==> src/rtl/carregador_matriz_if.sv <==
// Handshake bundle between the element source, the matrix loader and the
// downstream transposer / operation units.
interface carregador_matriz_if;
    logic               start;
    logic [1:0]         matrix_size_in;
    logic signed [7:0]  in_data;
    logic               in_valid;
    logic               in_ready;
    logic signed [199:0] matrix_A;
    logic [1:0]         matrix_size;
    logic               out_valid;
    logic               out_ready;
    logic               busy;

    modport master (
        output start, matrix_size_in, in_data, in_valid, out_ready,
        input  in_ready, matrix_A, matrix_size, out_valid, busy
    );

    modport slave (
        input  start, matrix_size_in, in_data, in_valid, out_ready,
        output in_ready, matrix_A, matrix_size, out_valid, busy
    );
endinterface

==> src/rtl/carregador_matriz.sv <==
// Serial-to-parallel loader: packs row-major signed bytes into a zero-filled
// 5x5 frame (pitch 5) and hands the frame downstream via valid/ready.
module carregador_matriz (
    input  logic                 clk,
    input  logic                 rst,
    carregador_matriz_if.slave   bus
);

    typedef enum logic [1:0] {
        IDLE = 2'd0,
        LOAD = 2'd1,
        DONE = 2'd2
    } state_t;

    state_t               state_q, state_d;
    logic [2:0]           row_q, col_q;
    logic [2:0]           last_idx;
    logic [4:0]           slot;
    logic [7:0]           base;
    logic                 accept;
    logic                 last_elem;
    logic signed [199:0]  frame_q;
    logic [1:0]           size_q;

    // Last valid row/col index is N-1 = size code + 1.
    assign last_idx  = {1'b0, size_q} + 3'd1;
    assign slot      = {2'b00, row_q} * 5'd5 + {2'b00, col_q};
    assign base      = {slot, 3'b000};
    assign accept    = (state_q == LOAD) && bus.in_valid;
    assign last_elem = (row_q == last_idx) && (col_q == last_idx);

    always_ff @(posedge clk) begin
        if (rst) state_q <= IDLE;
        else     state_q <= state_d;
    end

    always_comb begin
        state_d       = state_q;
        bus.in_ready  = 1'b0;
        bus.out_valid = 1'b0;
        bus.busy      = 1'b0;
        case (state_q)
            IDLE: begin
                if (bus.start) state_d = LOAD;
            end
            LOAD: begin
                bus.in_ready = 1'b1;
                bus.busy     = 1'b1;
                if (accept && last_elem) state_d = DONE;
            end
            DONE: begin
                bus.out_valid = 1'b1;
                bus.busy      = 1'b1;
                if (bus.out_ready) state_d = IDLE;
            end
            default: state_d = IDLE;
        endcase
    end

    // NOTE: sequential state uses non-blocking assignments so every register
    // samples pre-edge values regardless of statement order.
    always_ff @(posedge clk) begin
        if (rst) begin
            frame_q <= '0;
            size_q  <= 2'b00;
            row_q   <= 3'd0;
            col_q   <= 3'd0;
        end else begin
            case (state_q)
                IDLE: begin
                    if (bus.start) begin
                        size_q  <= bus.matrix_size_in;
                        frame_q <= '0;
                        row_q   <= 3'd0;
                        col_q   <= 3'd0;
                    end
                end
                LOAD: begin
                    if (accept) begin
                        frame_q[base +: 8] <= bus.in_data;
                        // Counters park at 0 after the final element so they never exceed 4.
                        if (last_elem) begin
                            row_q <= 3'd0;
                            col_q <= 3'd0;
                        end else if (col_q == last_idx) begin
                            col_q <= 3'd0;
                            row_q <= row_q + 3'd1;
                        end else begin
                            col_q <= col_q + 3'd1;
                        end
                    end
                end
                default: ;
            endcase
        end
    end

    assign bus.matrix_A    = frame_q;
    assign bus.matrix_size = size_q;

endmodule

==> src/flat_wrapper.sv <==
// flat-port wrapper written by rule: the top's interface ports become plain ports
module carregador_matriz_flat 
  (clk, rst, bus_start, bus_matrix_size_in, bus_in_data, bus_in_valid, bus_out_ready, bus_in_ready, bus_matrix_A, bus_matrix_size, bus_out_valid, bus_busy);
  carregador_matriz_if bus_i ();
  input  logic clk;
  input  logic rst;
  input wire logic [$bits(bus_i.start)-1:0] bus_start;
  input wire logic [$bits(bus_i.matrix_size_in)-1:0] bus_matrix_size_in;
  input wire logic [$bits(bus_i.in_data)-1:0] bus_in_data;
  input wire logic [$bits(bus_i.in_valid)-1:0] bus_in_valid;
  input wire logic [$bits(bus_i.out_ready)-1:0] bus_out_ready;
  output wire logic [$bits(bus_i.in_ready)-1:0] bus_in_ready;
  output wire logic [$bits(bus_i.matrix_A)-1:0] bus_matrix_A;
  output wire logic [$bits(bus_i.matrix_size)-1:0] bus_matrix_size;
  output wire logic [$bits(bus_i.out_valid)-1:0] bus_out_valid;
  output wire logic [$bits(bus_i.busy)-1:0] bus_busy;
  assign bus_i.start = bus_start;
  assign bus_i.matrix_size_in = bus_matrix_size_in;
  assign bus_i.in_data = bus_in_data;
  assign bus_i.in_valid = bus_in_valid;
  assign bus_i.out_ready = bus_out_ready;
  assign bus_in_ready = bus_i.in_ready;
  assign bus_matrix_A = bus_i.matrix_A;
  assign bus_matrix_size = bus_i.matrix_size;
  assign bus_out_valid = bus_i.out_valid;
  assign bus_busy = bus_i.busy;
  carregador_matriz u_core (.clk(clk), .rst(rst), .bus(bus_i));
endmodule
==> config.mk <==
export PLATFORM = sky130hd
export DESIGN_NAME = carregador_matriz_flat
export DESIGN_NICKNAME = d
export VERILOG_FILES = /design/src/rtl/carregador_matriz_if.sv /design/src/rtl/carregador_matriz.sv /design/src/flat_wrapper.sv
export SDC_FILE = /design/constraint.sdc
export NUM_CORES = 1
export LEC_CHECK = 0
export CAP_MARGIN = 20
export CORE_ASPECT_RATIO = 0.5
export CORE_MARGIN = 2
export CORE_UTILIZATION = 45
export CTS_BUF_LIST = sky130_fd_sc_hd__clkbuf_4
export DETAILED_ROUTE_END_ITERATION = 8
export MAX_ROUTING_LAYER = met4
export PLACE_DENSITY_LB_ADDON = 0.2
export SLEW_MARGIN = 25
export SYNTH_ARGS = -nofsm -noshare
export SYNTH_HDL_FRONTEND = slang
export SYNTH_SLANG_ARGS = --single-unit
==> constraint.sdc <==
create_clock -name clk -period 3.95 [get_ports clk]
set_input_delay 0.79 -clock clk [delete_from_list [all_inputs] [get_ports clk]]
set_output_delay 0.79 -clock clk [all_outputs]
set_load 0.05 [all_outputs]
==> results of run 1 <==
stage by stage:
step	cells	setup WS (ns)	cell area (um^2)
final	1284	0.253	11200
after global routing	1284	0.0384	11200
after CTS	1284	0.289	11200
after detailed placement	1212	0.293	10600
after global placement	1212	0.357	10600
after floorplan	775	0.727	8100
worst reg2reg max path: cells and delay by family, from the launching register on:
family	cells	cell delay (ns)
AO/OA/AOI/OAI	3	0.99
adder cells (fa/ha/maj)	3	1.18
AND/OR/NAND/NOR	3	1.00
flip-flops	1	0.45
layer usage:
metal	share of wire	up-vias
met5	0	-
met4	0.0094	0
met3	0.11	28
met2	0.41	385
met1	0.47	3751
li1	-	3467
synthesized netlist by cell type (6+ instances only):
library cell / count
dfxtp_1: 210
nand2_1: 77
o2bb2ai_1: 77
a22o_1: 63
a32o_1: 40
clkbuf_1: 35
nor2_1: 29
a21oi_1: 22
nor3_1: 22
ha_1: 15
inv_1: 14
nand3_1: 13
o21ai_0: 11
o21ai_1: 11
and2_1: 10
a31oi_1: 9
and3_1: 9
buf_2: 9
nand2b_1: 8
mux2i_1: 7
or3_1: 7
a21o_1: 6
path summary, 6_finish.rpt:
check / from / to / slack [ns] / cells past startpoint
max reg2reg: u_core.row_q[2]$_SDFFE_PP0P_ / u_core.bus.matrix_A[30]$_SDFFE_PP0P_ / 0.25 / 9
min reg2reg: u_core.bus.matrix_A[180]$_SDFFE_PP0P_ / u_core.bus.matrix_A[180]$_SDFFE_PP0P_ / 0.46 / 1
max: u_core.row_q[2]$_SDFFE_PP0P_ / u_core.bus.matrix_A[30]$_SDFFE_PP0P_ / 0.25 / 9
min: u_core.bus.matrix_A[180]$_SDFFE_PP0P_ / u_core.bus.matrix_A[180]$_SDFFE_PP0P_ / 0.46 / 1
power by group through the flow:
stage	Clock, mW	Combinational [mW]	Sequential, mW
2_1_floorplan	0	1.14	2.26
3_3_place_gp	0	1.72	2.22
3_5_place_dp	0	1.75	2.22
4_1_cts	1.65	1.76	2.17
5_1_grt	1.75	1.91	2.17
6_report	1.63	1.80	2.17
logic make-up (layout without fill, tap and decap cells):
kind of cell / after synthesis / in the layout / synth area share
mux: 7 / 7 / 0.00865
flops: 210 / 210 / 0.519
fa+ha+maj: 16 / 16 / 0.0256
xor+xnor: 10 / 10 / 0.0127
compound gates: 271 / 271 / 0.279
buf+inv: 64 / 339 / 0.0349
simple gates: 197 / 197 / 0.120
cell usage in the layout, fill, tap and decap left out, drive strengths merged, types with 15 or more instances in the layout:
cell	Yosys	routed
a22o	63	63
a32o	40	40
nand2	78	78
ha	15	15
buf	13	34
a21oi	22	22
clkbuf	37	66
clkdlybuf4s50	0	219
dfxtp	210	210
o21ai	22	22
o2bb2ai	77	77
nor2	29	29
nor3	23	23
flip-flops by register name, indices dropped and copies added (netlist names):
name / count
u_core.bus.matrix_size: 2
u_core.row_q: 3
u_core.state_q: 2
u_core.col_q: 3
u_core.bus.matrix_A: 200
area by class of cell:
type	instances	area, um^2	share of cell area
Tap cell	234	293	0.0262
Inverter	14	52.6	0.00471
Clock inverter	6	48.8	0.00437
Sequential cell	210	4200	0.377
Clock buffer	66	495	0.0444
Multi-Input combinational cell	501	3610	0.324
Timing Repair Buffer	253	2450	0.219
==> results.py, run 1 <==
metrics = {
    "yosys": {
        "ys_seq_elements": 210,
        "syn-cell-area_mm2": 0.00810,
        "synth_top_area_share": 0.519,
        "synthCells": 775,
        "synth_nets": 806,
        "async_flop_share": 0,
        "avgSynthCellArea_um2": 10.5,
        "synth_edf_count": 0,
        "synth_top_cells_by_area": "dfxtp_1 52%, o2bb2ai_1 8.3%, a22o_1 6.8%, a32o_1 4.9%, nand2_1 3.6%",
        "yosys_most_used_dff": "dfxtp_1",
        "synth_warnings": 0,
        "yosysTopAreaCell": "dfxtp_1",
        "synth.distinct_cells": 62,
        "seq_area_frac_synth": 0.519,
    },
    "worst_setup_path": {
        "worstSetupPathType": "reg2reg",
        "path_buf_inv": 0,
        "cp-start-kind": "register",
        "cp.arrival_ns": 4.20,
        "path_max_fanout": 16,
        "critPathMaxStageDelay_ns": 0.58,
        "cp_slowest_cell": "fa_1",
        "critPathTopFamily": "adder cells",
        "required_ns": 4.46,
        "path_cells": "ha_1 -> ha_1 -> fa_1 -> nor3_4 -> nand2_1 -> o22a_1 -> or3_1 -> a21o_1 -> a22o_1",
        "path_common_cell": "ha_1",
        "end_kind": "register",
    },
    "clocking": {
        "clock_sinks": 210,
        "cts_root_buf": "clkbuf_4",
        "cts_tree": "built",
        "post_cts_buffers": 0,
        "post_cts_resized": 0,
        "htreeDepth": 2,
        "numCtsBuffers": 45,
        "clockBufferDepth": 3,
        "insertion_delay_ns": 0.61,
        "holdBufCountCts": 0,
        "clk_pin_slew_worst_paths_ns": 0.07,
    },
    "drt": {
        "vias": 7631,
        "via_per_inst": 5.94,
        "drt-wirelength-per-cell_um": 22.5,
        "drcViolationCount": 0,
        "initialDrtViolationCount": 508,
        "final_antenna_net_count": 0,
        "drt_wl_total_mm": 28.9,
        "firstDrtPassIters": 5,
    },
    "global_routing": {
        "gr-usage-all-layers": 0.299,
        "grt_pass1_vias": 7215,
        "met3_usage": 0.0760,
        "grt_pass1_wl_mm": 43.3,
        "antenna_found_initial": 1,
        "met1_usage": 0.435,
        "grt_busiest_layer": "met1",
        "grt_start_max_net_pins": 27,
        "gr-total-overflow": 0,
        "use_met2": 0.416,
    },
    "pwr": {
        "p_seq_frac": 0.387,
        "p_sw_mw": 2.17,
        "finalPower_mw": 5.60,
        "switching_share": 0.388,
        "p_per_area_mw_per_mm2": 502,
        "p_comb_frac": 0.321,
        "irDropWorstVdd_mv": 0.272,
        "p_leak_nw": 4.04,
        "p_int_mw": 3.43,
        "p_clk_frac": 0.291,
    },
    "timing": {
        "fin_tns_setup_ns": 0,
        "period_minus_slack_ns": 3.70,
        "period_share": 0.936,
        "hold_viol_final": 0,
        "rsz0062_at_grt": "no",
        "slew_violations": 0,
        "hold_ws_ns": 0.463,
        "max_freq_ghz": 0.271,
        "relSlewSlack": 0.311,
        "worst_pin_slew_ns": 1.03,
        "setup_viol": 0,
        "skew_ns": 0.0209,
    },
    "die": {
        "ios": 220,
        "core_mm2": 0.0175,
        "row_count": 34,
        "die_x_um": 194,
        "start_util": 0.463,
        "die_area_mm2": 0.0192,
        "die_h_um": 98.9,
    },
    "layout": {
        "drive_above_1_share": 0.114,
        "syn_to_final_growth_pct": 37.7,
        "postLayoutCoreUtil": 0.638,
        "nets": 1056,
        "nFillCells": 1475,
        "diodes": 0,
    },
    "placement": {
        "io_buffers": 219,
        "routabilityCongestion": 0.955,
        "hpwl_mm": 21.1,
    },
    "run_status": {
        "status": "completed",
    },
    "hold_path": {
        "holdCritPathClass": "reg2reg",
    },
    "run": {
        "maxCapViolations": 0,
    },
}
Power figures use the tool's default switching activity.
==> run 2: changes to the inputs <==
- CORE_MARGIN: 2 -> 1.5
==> run 2 against run 1 <==
The flow now finishes with violations (design-rule violations). First-iteration DRC count up 32%. Fmax down 0.98%. Clock skew shrank 0.0030 ns. Combinational power barely moved. Clock power hardly changed. Sequential cell count unchanged.
==> results.py, run 2 (synthesized netlist as in run 1, its figures left out) <==
metrics = {
    "worst_setup_path": {
        "end_kind": "register",
        "required_ns": 4.44,
        "cp.arrival_ns": 4.22,
        "cp-start-kind": "register",
        "rrSetupSlack_ns": 0.22,
        "path_max_fanout": 16,
        "worstSetupPathType": "reg2reg",
    },
    "clocking": {
        "post_cts_resized": 0,
        "cts_tree": "built",
        "clk_pin_slew_worst_paths_ns": 0.07,
        "htreeDepth": 2,
        "insertion_delay_ns": 0.62,
        "holdBufCountCts": 0,
        "clockBufferDepth": 3,
        "post_cts_buffers": 0,
        "cts_root_buf": "clkbuf_4",
        "numCtsBuffers": 46,
        "clock_sinks": 210,
    },
    "global_routing": {
        "grt_pass1_wl_mm": 43.2,
        "met1_usage": 0.435,
        "gr-total-overflow": 0,
        "antenna_found_initial": 0,
        "grt_start_max_net_pins": 22,
        "grt_busiest_layer": "met1",
        "gr-usage-all-layers": 0.306,
        "use_met2": 0.423,
        "grt_pass1_vias": 7439,
        "met3_usage": 0.0873,
    },
    "timing": {
        "rsz0062_at_grt": "no",
        "setup_viol": 0,
        "fin_tns_setup_ns": 0,
        "max_freq_ghz": 0.268,
        "slew_violations": 0,
        "period_share": 0.945,
        "period_minus_slack_ns": 3.73,
        "hold_viol_final": 0,
        "relSlewSlack": 0.359,
        "worst_pin_slew_ns": 0.957,
        "skew_ns": 0.0180,
        "worst_slack_ns": 0.217,
    },
    "layout": {
        "postLayoutCoreUtil": 0.637,
        "final_cell_area_mm2": 0.0111,
        "nFillCells": 1460,
        "layout_commonest_cell": "clkdlybuf4s50_1",
        "largest_register_ffs": 200,
        "most-common-layout-cells": "219 x clkdlybuf4s50_1, 210 x dfxtp_1, 77 x nand2_1, 77 x o2bb2ai_1, 69 x clkbuf_4",
        "drive_above_1_share": 0.114,
        "nets": 1053,
        "syn_to_final_growth_pct": 37.5,
        "diodes": 0,
    },
    "drt": {
        "final_antenna_net_count": 0,
        "via_per_inst": 5.94,
        "initialDrtViolationCount": 673,
        "drcViolationCount": 2,
        "vias": 7645,
        "drt-wirelength-per-cell_um": 22.3,
        "drt_wl_total_mm": 28.6,
        "firstDrtPassIters": 7,
    },
    "run": {
        "maxCapViolations": 0,
    },
    "die": {
        "core_mm2": 0.0175,
        "start_util": 0.463,
        "die_h_um": 97.9,
        "die_area_mm2": 0.0189,
        "row_count": 34,
        "die_x_um": 193,
        "ios": 220,
    },
    "run_status": {
        "status": "complete, but fails checks",
        "violations": "design-rule violations",
    },
    "placement": {
        "pre_cts_ws_ns": 0.289,
        "hpwl_mm": 20.7,
        "io_buffers": 219,
        "placed_area_mm2": 0.0106,
        "routabilityCongestion": 0.921,
    },
    "hold_path": {
        "holdCritPathClass": "reg2reg",
    },
    "pwr": {
        "p_per_area_mw_per_mm2": 503,
        "p_leak_nw": 4.03,
        "irDropWorstVdd_mv": 0.246,
    },
}
-- run 2: final cells by class --
cell class                 instances  area, um^2  share of cell area
clock buffer                      69         518              0.0465
clock inverter                     9        37.5             0.00337
inverter                          14        52.6             0.00472
multi-input combinational        501        3610               0.324
sequential                       210        4200               0.378
tap                              234         293              0.0263
timing repair buffer             249        2420               0.217
-- run 2: metal layers --
| metal | vias up | part of all wire |
|---|---|---|
| li1 | 3471 | - |
| met2 | 414 | 0.41 |
| met4 | 0 | 0.017 |
| met3 | 54 | 0.12 |
| met1 | 3706 | 0.45 |
| met5 | - | 0 |
-- run 2: per-stage QoR --
stage | cells | hold WS [ns] | total power, mW
after global routing | 1286 | 0.480 | 5.84
final | 1286 | 0.467 | 5.60
after floorplan | 775 | 0.454 | 3.40
after CTS | 1286 | 0.468 | 5.58
after detailed placement | 1208 | 0.446 | 3.95
after global placement | 1208 | 0.448 | 3.93
-- run 2: report_power, final --
group	switching (mW)	internal, mW	total, mW	leakage [nW]
Clock	0.846	0.794	1.64	0.333
Sequential	0.0281	2.14	2.17	1.69
Combinational	1.32	0.464	1.78	2.00
Total	2.20	3.40	5.60	4.03
-- run 2: worst paths after layout --
path	from	end	cells past startpoint
worst max-delay path	u_core.row_q[0]$_SDFFE_PP0P_	u_core.bus.matrix_A[149]$_SDFFE_PP0P_	9
worst max register to register	u_core.row_q[0]$_SDFFE_PP0P_	u_core.bus.matrix_A[149]$_SDFFE_PP0P_	9
worst min-delay path	u_core.bus.matrix_A[110]$_SDFFE_PP0P_	u_core.bus.matrix_A[110]$_SDFFE_PP0P_	1
worst min register to register	u_core.bus.matrix_A[110]$_SDFFE_PP0P_	u_core.bus.matrix_A[110]$_SDFFE_PP0P_	1
-- run 2: worst max-delay path, cell delays in order (launching register included) --
cell and delay (ns):
dfxtp_1 0.47, ha_1 0.29, ha_1 0.31, fa_1 0.58, nor3_4 0.40, nand2_1 0.09
o22a_1 0.42, or3_1 0.55, a21o_1 0.33, o2bb2ai_1 0.17
